<file path="src/rtl/game_timer_ctrl.sv">
// Countdown sequencer for the on-screen game timer: BCD digits, warning blink,
// and run/expire status. All outputs come straight from registers.
module game_timer_ctrl #(
    parameter int CYCLES_PER_SEC = 31_500_000,
    parameter int START_SECONDS  = 99,
    parameter int WARN_SECONDS   = 10,
    parameter int BONUS_SECONDS  = 15
) (
    input  logic       clk,
    input  logic       reset,
    input  logic       startGame,
    input  logic       pauseGame,
    input  logic       addTime,
    output logic [3:0] timerTens,
    output logic [3:0] timerOnes,
    output logic       digitsVisible,
    output logic       timerRunning,
    output logic       timerExpired,
    output logic       timeUp,
    output logic       secTick
);

    localparam int PW = $clog2(CYCLES_PER_SEC);
    localparam logic [PW-1:0] PRESC_MAX  = PW'(CYCLES_PER_SEC - 1);
    localparam logic [PW-1:0] PRESC_HALF = PW'(CYCLES_PER_SEC / 2);
    localparam logic [3:0]    START_T    = 4'(START_SECONDS / 10);
    localparam logic [3:0]    START_O    = 4'(START_SECONDS % 10);
    localparam logic [3:0]    WARN_T     = 4'(WARN_SECONDS / 10);
    localparam logic [3:0]    WARN_O     = 4'(WARN_SECONDS % 10);
    localparam logic [4:0]    BONUS_T    = 5'(BONUS_SECONDS / 10);
    localparam logic [4:0]    BONUS_O    = 5'(BONUS_SECONDS % 10);

    typedef enum logic [1:0] {
        ST_IDLE,
        ST_RUNNING,
        ST_PAUSED,
        ST_EXPIRED
    } state_t;

    // BCD add of the bonus and/or decrement by one, saturated at 99 only after
    // both are applied so that 99 + bonus - 1 still yields 99.
    function automatic logic [7:0] bcd_step(input logic [3:0] tens, input logic [3:0] ones,
                                            input logic add, input logic dec);
        logic [4:0] t;
        logic [4:0] o;
        t = {1'b0, tens};
        o = {1'b0, ones};
        if (add) begin
            o = o + BONUS_O;
            if (o > 5'd9) begin
                o = o - 5'd10;
                t = t + 5'd1;
            end
            t = t + BONUS_T;
        end
        if (dec && (t != 5'd0 || o != 5'd0)) begin
            if (o == 5'd0) begin
                o = 5'd9;
                t = t - 5'd1;
            end else begin
                o = o - 5'd1;
            end
        end
        if (t > 5'd9) begin
            t = 5'd9;
            o = 5'd9;
        end
        return {t[3:0], o[3:0]};
    endfunction

    function automatic logic in_warn(input logic [3:0] tens, input logic [3:0] ones);
        return (tens < WARN_T) || (tens == WARN_T && ones <= WARN_O);
    endfunction

    state_t        r_state;
    logic [PW-1:0] r_presc;
    logic [3:0]    r_tens;
    logic [3:0]    r_ones;
    logic          r_vis;
    logic          r_running;
    logic          r_expired;
    logic          r_time_up;
    logic          r_sec_tick;

    state_t        w_state_nxt;
    logic [PW-1:0] w_presc_nxt;
    logic [7:0]    w_bcd_nxt;
    logic          w_tick;
    logic          w_vis_nxt;

    always_comb begin
        // NOTE: every signal gets a default before any branch, so no path leaves
        // one unassigned and no latch is inferred.
        w_state_nxt = r_state;
        w_presc_nxt = r_presc;
        w_bcd_nxt   = {r_tens, r_ones};
        w_tick      = 1'b0;
        if (startGame) begin
            w_state_nxt = ST_RUNNING;
            w_presc_nxt = '0;
            w_bcd_nxt   = {START_T, START_O};
        end else begin
            case (r_state)
                ST_RUNNING: begin
                    if (pauseGame) begin
                        w_bcd_nxt   = bcd_step(r_tens, r_ones, addTime, 1'b0);
                        w_state_nxt = ST_PAUSED;
                    end else begin
                        w_tick      = (r_presc == PRESC_MAX);
                        w_presc_nxt = w_tick ? '0 : r_presc + PW'(1);
                        w_bcd_nxt   = bcd_step(r_tens, r_ones, addTime, w_tick);
                        if (w_bcd_nxt == 8'h00) begin
                            w_state_nxt = ST_EXPIRED;
                        end
                    end
                end
                ST_PAUSED: begin
                    w_bcd_nxt = bcd_step(r_tens, r_ones, addTime, 1'b0);
                    if (!pauseGame) begin
                        w_state_nxt = ST_RUNNING;
                    end
                end
                default: ;
            endcase
        end
    end

    // Blink phase is derived from the next prescaler so it lines up with the
    // registered digits: visible for the first half of each second.
    assign w_vis_nxt = !((w_state_nxt == ST_RUNNING) && in_warn(w_bcd_nxt[7:4], w_bcd_nxt[3:0]))
                       || (w_presc_nxt < PRESC_HALF);

    // NOTE: sequential state uses non-blocking assignments so every register
    // samples pre-edge values regardless of statement order.
    always_ff @(posedge clk) begin
        if (reset) begin
            r_state    <= ST_IDLE;
            r_presc    <= '0;
            r_tens     <= START_T;
            r_ones     <= START_O;
            r_vis      <= 1'b1;
            r_running  <= 1'b0;
            r_expired  <= 1'b0;
            r_time_up  <= 1'b0;
            r_sec_tick <= 1'b0;
        end else begin
            r_state    <= w_state_nxt;
            r_presc    <= w_presc_nxt;
            r_tens     <= w_bcd_nxt[7:4];
            r_ones     <= w_bcd_nxt[3:0];
            r_vis      <= w_vis_nxt;
            r_running  <= (w_state_nxt == ST_RUNNING);
            r_expired  <= (w_state_nxt == ST_EXPIRED);
            r_time_up  <= (w_state_nxt == ST_EXPIRED) && (r_state != ST_EXPIRED);
            r_sec_tick <= w_tick;
        end
    end

    assign timerTens     = r_tens;
    assign timerOnes     = r_ones;
    assign digitsVisible = r_vis;
    assign timerRunning  = r_running;
    assign timerExpired  = r_expired;
    assign timeUp        = r_time_up;
    assign secTick       = r_sec_tick;

endmodule

</file>
<file path="config.mk">
export PLATFORM = sky130hd
export DESIGN_NAME = game_timer_ctrl
export DESIGN_NICKNAME = d
export VERILOG_FILES = /design/src/rtl/game_timer_ctrl.sv
export SDC_FILE = /design/constraint.sdc
export NUM_CORES = 1
export LEC_CHECK = 0
export ABC_CLOCK_PERIOD_IN_PS = 9300
export BUFFER_PORTS_ARGS = -buffer_cell sky130_fd_sc_hd__buf_2
export CORE_ASPECT_RATIO = 0.75
export CORE_MARGIN = 2
export CORE_UTILIZATION = 65
export CTS_BUF_LIST = sky130_fd_sc_hd__clkbuf_8
export DETAILED_ROUTE_END_ITERATION = 10
export GPL_TIMING_DRIVEN = 0
export HOLD_SLACK_MARGIN = 0.02
export PLACE_DENSITY = 0.9
export SLEW_MARGIN = 20
export SYNTH_ARGS = -nofsm -noshare
export SYNTH_HDL_FRONTEND = slang
export SYNTH_SLANG_ARGS = --single-unit
export TNS_END_PERCENT = 100
</file>
<file path="constraint.sdc">
create_clock -name clk -period 9.3 [get_ports clk]
set_clock_uncertainty 0.05 [all_clocks]
set_input_delay 0.93 -clock clk [delete_from_list [all_inputs] [get_ports clk]]
set_output_delay 0.93 -clock clk [all_outputs]
set_load 0.01 [all_outputs]
</file>
==> key figures, run 1 <==
Floorplan
  – Starting Density: 67.72%
  – Row Count: 23
  – Die H: between 60 and 70 µm
  – Core Box Area: between 0.005 and 0.006 mm²
  – Die Wd: 90.23 µm
  – Die Area: a little over 0.006 mm²
  – IO Count: 18

STA
  – Fmax achieved: about 0.18 GHz
  – Final setup fails: 0
  – Final setup TNS: 0 ns
  – Worst Max-Slew Pin Slew: 0.7912 ns
  – Rel. slew slack: 47.26%
  – Fin crit share: approximately three fifths
  – Max-slew violation count: 0
  – Min cycle time layout: 5.425 ns
  – RSZ-0062 raised after global routing: no
  – Hold Vio Cnt, Final: 0

Synth
  – Cell Area, Synth: 0.003625 mm²
  – Synth Instances: between 400 and 500
  – Post-synth EDFFs: 0
  – Synth Flop Type: dfxtp_1
  – Syn Area/Cell: roughly 7.7 µm²
  – Yosys warns: 0
  – Synth Net Count: 487
  – Flops & latches, synth: 40
  – Asr flop ratio synth: 0%
  – Seq/Total Area, Yosys: about 22%
  – Netlist cell types: 84

Clock tree
  – Clock transition at path regs: about 0.080 ns
  – CTS tree: done
  – Clock buffer depth: 2
  – Clock sink count: 40
  – Clk_lat worst skew: 0.30 ns
  – Setup bufs post-CTS: 0
  – PostCTS Resize Cnt: 0
  – Root buffer cell: clkbuf_8
  – TritonCTS buffer count: 5
  – CTS Hold Bufs: 0
  – H-Tree Depth: 2

Route
  – DRT Pass-1 Iters: 6
  – Final ANT Viol Nets: 0
  – Vias per cell: around 6.8
  – WL/cell: around 18 µm
  – Initial DRC Count: approximately 470
  – Total Routed Length: around 10 mm
  – Vias: between 3k and 4k
  – DRC: 0

Critical path
  – Crit path max fanout: 10
  – Worst path max stage delay: 0.48 ns
  – Critical path arrival: 5.53 ns
  – Most frequent CP cell: ha_1
  – Worst Path Class, Setup: reg -> reg
  – Critical Path RT: approximately 9.4 ns
  – Kind of start point of the critical path: flop
  – CP cell instances: buf_2 > inv_1 > ha_1 > inv_1 > ha_1 > a22oi_2 > a21oi_4 > mux2_2 > ha_1 > mux2_2 > inv_1 > ha_1 > clkbuf_1 > nand2_1 > nor4b_2 > a211oi_2 > nand2_1 > a21oi_1 > o31ai_1 > o2111ai_1
  – Slowest cell on crit path: o31ai_1
  – Worst setup EP type: flop

GRT
  – Initial antenna violation count: 0
  – Tot GR Track Use: 33.11%
  – Remaining global-route overflow: 0
  – Vias in the first global route: 3,315
  – Met3 GRT Util: under 10%
  – First-pass GRT wire length: approximately 16 mm
  – GR Util met1: a little under half
  – GR peak layer: met2
  – Met2 usage in global routing: 51.79%
  – Largest net degree at the start of global routing: 13

Power
  – Clock Power Share: a little under a third
  – Leakage: around 1.4 nW
  – Reg power frac: between 40% and 50%
  – Pwr/cell area: between 100 and 150 mW/mm²
  – Sw Share: about a third
  – Comb pwr share: approximately 25%
  – Switch Pwr: 0.1289 mW
  – Internal power: roughly 0.26 mW
  – VDD IR max: 0.1067 mV

Hold path
  – Hold WC Path Type: reg -> reg

Place
  – DP HPWL: approximately 7.8 mm
  – Dpl cells: ~560
  – PortBufs: 14
  – Placer Congestion: about 1

Final layout
  – Area Growth Syn to Fin: 7.283%
  – Diode count: 0
  – Ratio of cells with drive above 1 in the final layout: 14.08%
  – Fill cell count: 460
  – Layout Cells excl Fill: ~570
  – Fin nets: 508

Run status
  – Outcome: complete, no violations

Flow run
  – Max_cap viols: 0
[cell usage after synthesis, types with 4 or more instances]
cell type / n / area [µm²]
nor2_1: 50 / 187.7
xor2_1: 10 / 87.58
nor4_1: 8 / 50.05
inv_1: 18 / 67.56
o21ai_0: 15 / 75.07
nand2_1: 30 / 112.6
a21oi_1: 25 / 125.1
and2_1: 7 / 43.79
xnor2_1: 14 / 122.6
and4_1: 4 / 35.03
o21a_1: 4 / 30.03
and3_1: 8 / 50.05
nor2b_1: 12 / 75.07
nor3_1: 17 / 85.08
nand2b_1: 14 / 87.58
o22ai_1: 7 / 43.79
a41oi_1: 4 / 35.03
nand3_1: 26 / 130.1
a21o_1: 5 / 37.54
a211oi_2: 4 / 50.05
o211ai_1: 4 / 30.03
ha_1: 14 / 175.2
dfxtp_1: 40 / 800.8
clkbuf_1: 12 / 45.04
a31oi_1: 5 / 31.28
a31o_1: 5 / 43.79
a211oi_1: 5 / 37.54
a21boi_0: 5 / 37.54
buf_2: 6 / 30.03
nand4_1: 8 / 50.05
[metrics by stage]
stage                     area (µm²)  power (mW)  hold WS [ns]  setup WS (ns)  util, %
after floorplan                 3625      0.2483        0.4212          4.747        -
after global placement          3789      0.2688        0.4324          4.219    70.78
after detailed placement        3789      0.2713        0.4411          4.076    70.78
after CTS                       3882      0.3906        0.4529          4.040    72.53
after global routing            3889      0.4092        0.5154          3.514    72.65
final                           3889      0.3933        0.4578          3.875    72.65
[cells by family (layout without fill, tap and decap cells)]
group / count (synthesis) / after routing / synth area share [%]
flops: 40 / 40 / 22.09
mux: 7 / 7 / 2.071
simple gates: 209 / 209 / 32.10
compound gates: 129 / 129 / 26.48
xor+xnor: 27 / 27 / 7.145
fa+ha+maj: 14 / 14 / 4.833
buf+inv: 42 / 64 / 5.281
[layer usage]
layer	share of wire, %	wire [µm]	vias to the layer above
met3	14	1459	32
met5	0	0	-
met2	42	4312	264
met1	42	4402	1778
met4	1.8	187	0
li1	-	-	1782
[cell type report]
class	instances	area, µm²	area share, %
buffer	24	123.9	3.185
sequential	40	800.8	20.59
inverter	18	67.56	1.737
clock buffer	6	82.58	2.124
timing repair buffer	14	70.07	1.802
clock inverter	2	11.26	0.2896
tap	75	93.84	2.413
multi-input combinational	386	2639	67.86
[power by group through the flow]
stage	Combinational, mW	Clock [mW]	Sequential, mW
2_1_floorplan	0.0684	0	0.180
5_1_grt	0.103	0.130	0.176
6_report	0.0962	0.121	0.176
3_5_place_dp	0.0915	0	0.180
3_3_place_gp	0.0892	0	0.180
4_1_cts	0.0920	0.123	0.176
[state kept, by name, indices dropped and copies added, names as in the netlist]
register,flops
digitsVisible,1
timerOnes,4
r_state,2
secTick,1
r_presc,25
timerExpired,1
timeUp,1
timerTens,4
timerRunning,1
[layout by cell type, fill, tap and decap left out, drive strengths merged, types with 5 or more instances in the layout]
cell type,count
nor2b,12
a31o,8
a21oi,27
clkbuf,18
a21o,5
dfxtp,40
a31oi,5
inv,19
nor2,51
nand2,31
and2,7
nand2b,14
ha,14
o21ai,18
o22ai,7
a21boi,5
o21a,6
nor3,20
nor4,9
xnor2,16
xor2,11
and3,9
buf,26
nand4,8
a211oi,9
nand3,27
[worst max-delay path, delay by kind of cell, from the launching register on]
family / cells / cell delay, ns
compound gates: 6 / 1.34
fa+ha+maj: 4 / 1.12
buf+inv: 5 / 1.01
flops: 1 / 0.42
mux: 2 / 0.68
simple gates: 3 / 0.64
[worst paths after layout]
check,startpoint,to,slack (ns),depth (start not counted)
max,timerOnes[0]$_SDFF_PP1_,digitsVisible$_SDFF_PP1_,3.87,20
min,r_presc[1]$_SDFFE_PP0P_,r_presc[1]$_SDFFE_PP0P_,0.46,2
max reg2reg,timerOnes[0]$_SDFF_PP1_,digitsVisible$_SDFF_PP1_,3.87,20
min reg2reg,r_presc[1]$_SDFFE_PP0P_,r_presc[1]$_SDFFE_PP0P_,0.46,2
Note: power is estimated with default switching activity, not from simulation.
==> inputs of run 2 (changes only) <==
--- a/config.mk
+++ b/config.mk
@@ -5,16 +5,16 @@
 export SDC_FILE = /design/constraint.sdc
 export NUM_CORES = 1
 export LEC_CHECK = 0
-export ABC_CLOCK_PERIOD_IN_PS = 9300
+export ABC_CLOCK_PERIOD_IN_PS = 5600
 export BUFFER_PORTS_ARGS = -buffer_cell sky130_fd_sc_hd__buf_2
 export CORE_ASPECT_RATIO = 0.75
 export CORE_MARGIN = 2
-export CORE_UTILIZATION = 65
+export CORE_UTILIZATION = 64
 export CTS_BUF_LIST = sky130_fd_sc_hd__clkbuf_8
 export DETAILED_ROUTE_END_ITERATION = 10
 export GPL_TIMING_DRIVEN = 0
 export HOLD_SLACK_MARGIN = 0.02
-export PLACE_DENSITY = 0.9
+export PLACE_DENSITY = 0.89
 export SLEW_MARGIN = 20
 export SYNTH_ARGS = -nofsm -noshare
 export SYNTH_HDL_FRONTEND = slang
==> constraint.sdc (replaced) <==
create_clock -name clk -period 5.6 [get_ports clk]
set_clock_uncertainty 0.05 [all_clocks]
set_input_delay 0.56 -clock clk [delete_from_list [all_inputs] [get_ports clk]]
set_output_delay 0.56 -clock clk [all_outputs]
set_load 0.01 [all_outputs]
==> run 2 against run 1 <==
  * Die area up 1.5%
  * Global-route usage down 1.6 points
  * Critical path type unchanged
  * Via count down 0.34%
==> key figures, run 2 (synthesis gave the netlist of run 1 again) <==
Power
  – Leakage: 1.391 nW (+0.11%)
  – Pwr/cell area: 165.7 mW/mm² (+64%)
  – VDD IR max: 0.1558 mV (+46%)
  – Power, Total: 0.6439 mW (+64%)

Place
  – Placer Congestion: 1.025 (+3.7%)
  – DP HPWL: 7.407 mm (-4.6%)
  – PortBufs: 14 (unchanged)

Critical path
  – Reg-to-Reg Start: timerOnes[0]$_SDFF_PP1_
  – Crit path max fanout: 10 (unchanged)
  – Critical path arrival: 5.36 ns (-0.17 ns)
  – Worst Path Class, Setup: reg -> reg
  – Worst setup EP type: flop
  – Kind of start point of the critical path: flop
  – R2r setup slk: 0.36 ns (-3.52 ns)
  – R2r endpoint: digitsVisible$_SDFF_PP1_
  – R2R cell count: 21 (+5.0%)
  – Critical Path RT: 5.72 ns (-3.69 ns)

GRT
  – Remaining global-route overflow: 0 (unchanged)
  – Tot GR Track Use: 31.47% (-1.6 points)
  – First-pass GRT wire length: 16.27 mm (-0.42%)
  – Initial antenna violation count: 0 (unchanged)
  – Largest net degree at the start of global routing: 14 (+1)
  – Vias in the first global route: 3,313 (-0.060%)

Floorplan
  – Die Wd: 90.90 µm (+0.74%)
  – Die Area: 0.006288 mm² (+1.5%)
  – Row Count: 23 (unchanged)
  – Starting Density: 67.00% (-0.72 points)
  – Core Box Area: 0.005410 mm² (+1.1%)
  – IO Count: 18 (unchanged)
  – Die H: 69.18 µm (+0.74%)

Final layout
  – Commonest non-fill, non-tap cell in the layout: nor2_1
  – Max FFs per register: 25 (unchanged)
  – Area Growth Syn to Fin: 7.180% (about the same)
  – Diode count: 0 (unchanged)
  – Most frequent cells in the layout: nor2_1 (50), dfxtp_1 (40), nand2_1 (30)
  – Ratio of cells with drive above 1 in the final layout: 14.69% (+0.61 points)
  – Fin nets: 508 (unchanged)
  – Top reg by flops: r_presc

Clock tree
  – PostCTS Resize Cnt: 0 (unchanged)
  – Root buffer cell: clkbuf_8
  – Clk_lat worst skew: 0.30 ns (about the same)
  – H-Tree Depth: 2 (unchanged)
  – CTS tree: done
  – CTS Hold Bufs: 0 (unchanged)
  – Setup bufs post-CTS: 0 (unchanged)
  – Clock buffer depth: 2 (unchanged)
  – TritonCTS buffer count: 5 (unchanged)
  – Clock transition at path regs: 0.08 ns (about the same)
  – Clock sink count: 40 (unchanged)

Flow run
  – Max_cap viols: 0 (unchanged)

Route
  – Vias per cell: 6.802 (-0.34%)
  – Vias: 3,843 (-0.34%)
  – DRT Pass-1 Iters: 6 (unchanged)
  – Final ANT Viol Nets: 0 (unchanged)
  – Total Routed Length: 9.934 mm (-4.1%)
  – WL/cell: 17.58 µm (-4.1%)
  – Initial DRC Count: 444 (-6.1%)
  – DRC: 0 (unchanged)

STA
  – WHS: 0.4368 ns (-0.02097 ns)
  – Fin crit share: 93.61% (+35 points)
  – Final setup fails: 0 (unchanged)
  – Hold Vio Cnt, Final: 0 (unchanged)
  – Min cycle time layout: 5.242 ns (-0.1831 ns)
  – Rel. slew slack: 28.11% (-19 points)
  – RSZ-0062 raised after global routing: no
  – Worst Max-Slew Pin Slew: 1.069 ns (+0.2774 ns)
  – Max-slew violation count: 0 (unchanged)
  – Fmax achieved: 0.1908 GHz (+3.5%)
  – Final setup TNS: 0 ns (unchanged)

Hold path
  – Hold path depth: 2 (unchanged)
  – Hold_sp: reset
  – Endpoint, Worst Hold: r_presc[13]$_SDFF_PP0_
  – Hold WC Path Type: in -> reg

Run status
  – Outcome: complete, no violations
[run 2: worst max-delay path by stage]
stage                                  from                  endpoint  slack (ns)
floorplan           timerOnes[0]$_SDFF_PP1_  digitsVisible$_SDFF_PP1_        1.05
global placement    timerOnes[0]$_SDFF_PP1_  digitsVisible$_SDFF_PP1_        0.52
detailed placement  timerOnes[0]$_SDFF_PP1_  digitsVisible$_SDFF_PP1_        0.41
CTS                 timerOnes[0]$_SDFF_PP1_  digitsVisible$_SDFF_PP1_        0.40
global route        timerOnes[0]$_SDFF_PP1_  digitsVisible$_SDFF_PP1_        0.02
finish              timerOnes[0]$_SDFF_PP1_  digitsVisible$_SDFF_PP1_        0.36
[run 2: report_power, final]
part | total (mW) | internal, mW | switching [mW]
Combinational | 0.158 | 0.0536 | 0.104
Clock | 0.194 | 0.0869 | 0.107
Sequential | 0.292 | 0.288 | 0.00448
[run 2: routing by layer]
metal  GRT usage (%)  wire length [µm]
met3           8.913              1239
met4           7.239               150
met2           43.70              4027
met1           47.83              4516
met5               0                 0
[run 2: area by class of cell]
cell class	count	area, µm²
sequential	40	800.8
tap	75	93.84
fill	469	1525
multi-input combinational	386	2640
clock buffer	5	68.82
timing repair buffer	14	70.07
clock inverter	3	18.77
inverter	18	67.56
buffer	24	125.1
[run 2: worst max-delay path: stages (launching register included)]
cell	delay [ns]
dfxtp_1	0.41
buf_2	0.25
inv_1	0.06
ha_1	0.33
inv_1	0.10
ha_1	0.18
nand2b_1	0.16
a22oi_2	0.16
a21oi_4	0.30
mux2_2	0.38
ha_1	0.28
mux2_2	0.30
inv_1	0.19
ha_1	0.28
nor2_1	0.09
a41oi_1	0.29
o21ai_2	0.10
a211oi_2	0.37
nand2_1	0.22
a31o_1	0.25
nor4_2	0.24
o2111ai_1	0.12
[run 2: per-stage QoR]
stage | cells | setup WS (ns) | utilization [%] | area [µm²]
global route | 565 | 0.01641 | 71.81 | 3885
floorplan | 468 | 1.047 | - | 3625
detailed placement | 557 | 0.4141 | 70.03 | 3789
CTS | 565 | 0.3960 | 71.65 | 3876
global placement | 557 | 0.5196 | 70.03 | 3789
finish | 565 | 0.3579 | 71.81 | 3885
==> inputs of run 3 (changes only) <==
--- a/config.mk
+++ b/config.mk
@@ -12,11 +12,10 @@
 export CORE_UTILIZATION = 64
 export CTS_BUF_LIST = sky130_fd_sc_hd__clkbuf_8
 export DETAILED_ROUTE_END_ITERATION = 10
-export GPL_TIMING_DRIVEN = 0
 export HOLD_SLACK_MARGIN = 0.02
 export PLACE_DENSITY = 0.89
 export SLEW_MARGIN = 20
 export SYNTH_ARGS = -nofsm -noshare
 export SYNTH_HDL_FRONTEND = slang
 export SYNTH_SLANG_ARGS = --single-unit
-export TNS_END_PERCENT = 100
+export TNS_END_PERCENT = 5
==> run 3 against run 2 <==
  * Power is 0.71% higher
  * Sequential cell count stayed put
  * Utilization is 1.8 points lower
  * Largest power group unchanged
  * Highest routed layer unchanged
  * Maximum frequency is 1.5% lower
  * Combinational power is 4% lower
  * Final area is 2.5% lower
  * Critical path depth is 3 lower
  * Die area stayed put
==> key figures, run 3 (synthesis gave the netlist of run 1 again) <==
GRT
  – Tot GR Track Use: 30.99% (-0.48 points)
  – First-pass GRT wire length: 16.00 mm (-1.7%)
  – Remaining global-route overflow: 0 (unchanged)
  – Vias in the first global route: 3,230 (-2.5%)
  – Largest net degree at the start of global routing: 21 (+7)
  – Initial antenna violation count: 0 (unchanged)

Place
  – DP HPWL: 7.275 mm (-1.8%)
  – PortBufs: 17 (+3)
  – Dpl cells: 537 (-3.6%)
  – Placer Congestion: 0.9921 (-3.2%)

Power
  – Internal power: 0.4369 mW (+2.1%)
  – Clock Power Share: 31.3% (+1.1 points)
  – Leakage: 1.342 nW (-3.6%)
  – Pwr/cell area: 171.2 mW/mm² (+3.3%)
  – Reg power frac: 45.4% (about the same)
  – Switch Pwr: 0.2116 mW (-2.0%)
  – Comb pwr share: 23.3% (-1.2 points)
  – VDD IR max: 0.1543 mV (-0.94%)
  – Sw Share: 32.63% (-0.90 points)

Route
  – Total Routed Length: 9.766 mm (-1.7%)
  – Vias: 3,687 (-4.1%)
  – Vias per cell: 6.765 (-0.54%)
  – DRT Pass-1 Iters: 5 (-1)
  – Final ANT Viol Nets: 0 (unchanged)
  – WL/cell: 17.92 µm (+1.9%)
  – DRC: 0 (unchanged)
  – Initial DRC Count: 467 (+5.2%)

Final layout
  – Ratio of cells with drive above 1 in the final layout: 13.83% (-0.86 points)
  – Fin nets: 488 (-3.9%)
  – Diode count: 0 (unchanged)
  – FF/Latch Area: 802.0 µm² (+0.16%)
  – Fill cell count: 452 (-3.6%)
  – Most frequent cells in the layout: nor2_1 (50), dfxtp_1 (39), nand2_1 (30)
  – Layout Cells excl Fill: 545 (-3.5%)
  – Max FFs per register: 25 (unchanged)
  – Footprint of the multi-input gates: 0.002638 mm² (about the same)
  – Area Growth Syn to Fin: 4.487%
  – Commonest non-fill, non-tap cell in the layout: nor2_1
  – Top reg by flops: r_presc

Clock tree
  – Clk_lat worst skew: 0.30 ns (about the same)
  – CTS tree: done
  – Root buffer cell: clkbuf_8
  – H-Tree Depth: 2 (unchanged)
  – PostCTS Resize Cnt: 0 (unchanged)
  – Clock sink count: 40 (unchanged)
  – Clock transition at path regs: 0.08 ns (about the same)
  – CTS Hold Bufs: 0 (unchanged)
  – Clock buffer depth: 2 (unchanged)
  – TritonCTS buffer count: 5 (unchanged)
  – Setup bufs post-CTS: 0 (unchanged)

Floorplan
  – Die Area: 0.006288 mm² (unchanged)
  – IO Count: 18 (unchanged)
  – Core Box Area: 0.005410 mm² (unchanged)
  – Die H: 69.18 µm (unchanged)
  – Die Wd: 90.90 µm (unchanged)
  – Starting Density: 67.00% (unchanged)
  – Row Count: 23 (unchanged)

STA
  – Final setup fails: 0 (unchanged)
  – Hold Vio Cnt, Final: 0 (unchanged)
  – Final setup TNS: 0 ns (unchanged)
  – Fmax achieved: 0.1880 GHz (-1.5%)
  – Max-slew violation count: 0 (unchanged)
  – Worst Max-Slew Pin Slew: 1.021 ns (-0.04740 ns)
  – Min cycle time layout: 5.319 ns (+0.07734 ns)
  – RSZ-0062 raised after global routing: no
  – Rel. slew slack: 31.30% (+3.2 points)
  – Fin crit share: 94.99% (+1.4 points)

Hold path
  – Hold WC Path Type: reg -> reg

Critical path
  – Worst Path Class, Setup: reg -> reg
  – Worst setup EP type: flop
  – Crit path max fanout: 11 (+1)
  – Critical path arrival: 5.44 ns (+0.08 ns)
  – Kind of start point of the critical path: flop
  – Critical Path RT: 5.72 ns (about the same)

Flow run
  – Max_cap viols: 0 (unchanged)

Run status
  – Outcome: complete, no violations
==> run 3: cell type report <==
| type | instances | area share, % |
|---|---|---|
| clock buffer | 6 | 2.180 |
| multi-input combinational | 386 | 69.64 |
| inverter | 18 | 1.784 |
| tap | 75 | 2.478 |
| sequential | 40 | 21.18 |
| timing repair buffer | 18 | 2.445 |
| clock inverter | 2 | 0.2973 |
==> run 3: power groups by stage <==
stage	Clock [mW]	Sequential, mW	Combinational, mW
global placement	0	0.300	0.141
floorplan	0	0.299	0.114
detailed placement	0	0.301	0.144
finish	0.203	0.294	0.151
global route	0.222	0.295	0.163
CTS	0.207	0.294	0.145
==> run 3: final timing paths <==
check / start / to / slack [ns] / depth (start not counted)
max: timerOnes[1]$_SDFF_PP0_ / digitsVisible$_SDFF_PP1_ / 0.28 / 18
min: r_presc[1]$_SDFFE_PP0P_ / r_presc[1]$_SDFFE_PP0P_ / 0.50 / 2
max reg2reg: timerOnes[1]$_SDFF_PP0_ / digitsVisible$_SDFF_PP1_ / 0.28 / 18
min reg2reg: r_presc[1]$_SDFFE_PP0P_ / r_presc[1]$_SDFFE_PP0P_ / 0.50 / 2
==> run 3: per-stage QoR <==
| step | hold WS [ns] | cell area, µm² | total power, mW | worst slack (ns) | util (%) |
|---|---|---|---|---|---|
| 2_1_floorplan | 0.4212 | 3625 | 0.4123 | 1.047 | - |
| 3_3_place_gp | 0.4396 | 3687 | 0.4410 | 0.5063 | 68.15 |
| 3_5_place_dp | 0.4781 | 3687 | 0.4448 | 0.1566 | 68.15 |
| 4_1_cts | 0.4897 | 3781 | 0.6453 | 0.1396 | 69.89 |
| 5_1_grt | 0.5307 | 3787 | 0.6802 | 0.02890 | 70.00 |
| 6_report | 0.5037 | 3787 | 0.6485 | 0.2805 | 70.00 |
==> run 3: critical path: stages (launching register included) <==
cell	delay [ns]
dfxtp_2	0.45
ha_2	0.34
xor2_2	0.36
ha_1	0.36
a22oi_2	0.16
a21oi_4	0.27
mux2_2	0.36
ha_1	0.28
mux2_2	0.29
inv_1	0.21
ha_2	0.34
nor2_1	0.10
a41oi_1	0.27
o21ai_2	0.09
a211oi_2	0.40
nand2_1	0.19
a31o_1	0.24
nor4_2	0.28
o2111ai_1	0.13
==> run 3: layer usage <==
layer / track usage, % / wire length [µm]
met5: 0 / 0
met4: 8.249 / 153
met3: 8.370 / 1198
met2: 42.54 / 3986
met1: 47.35 / 4428
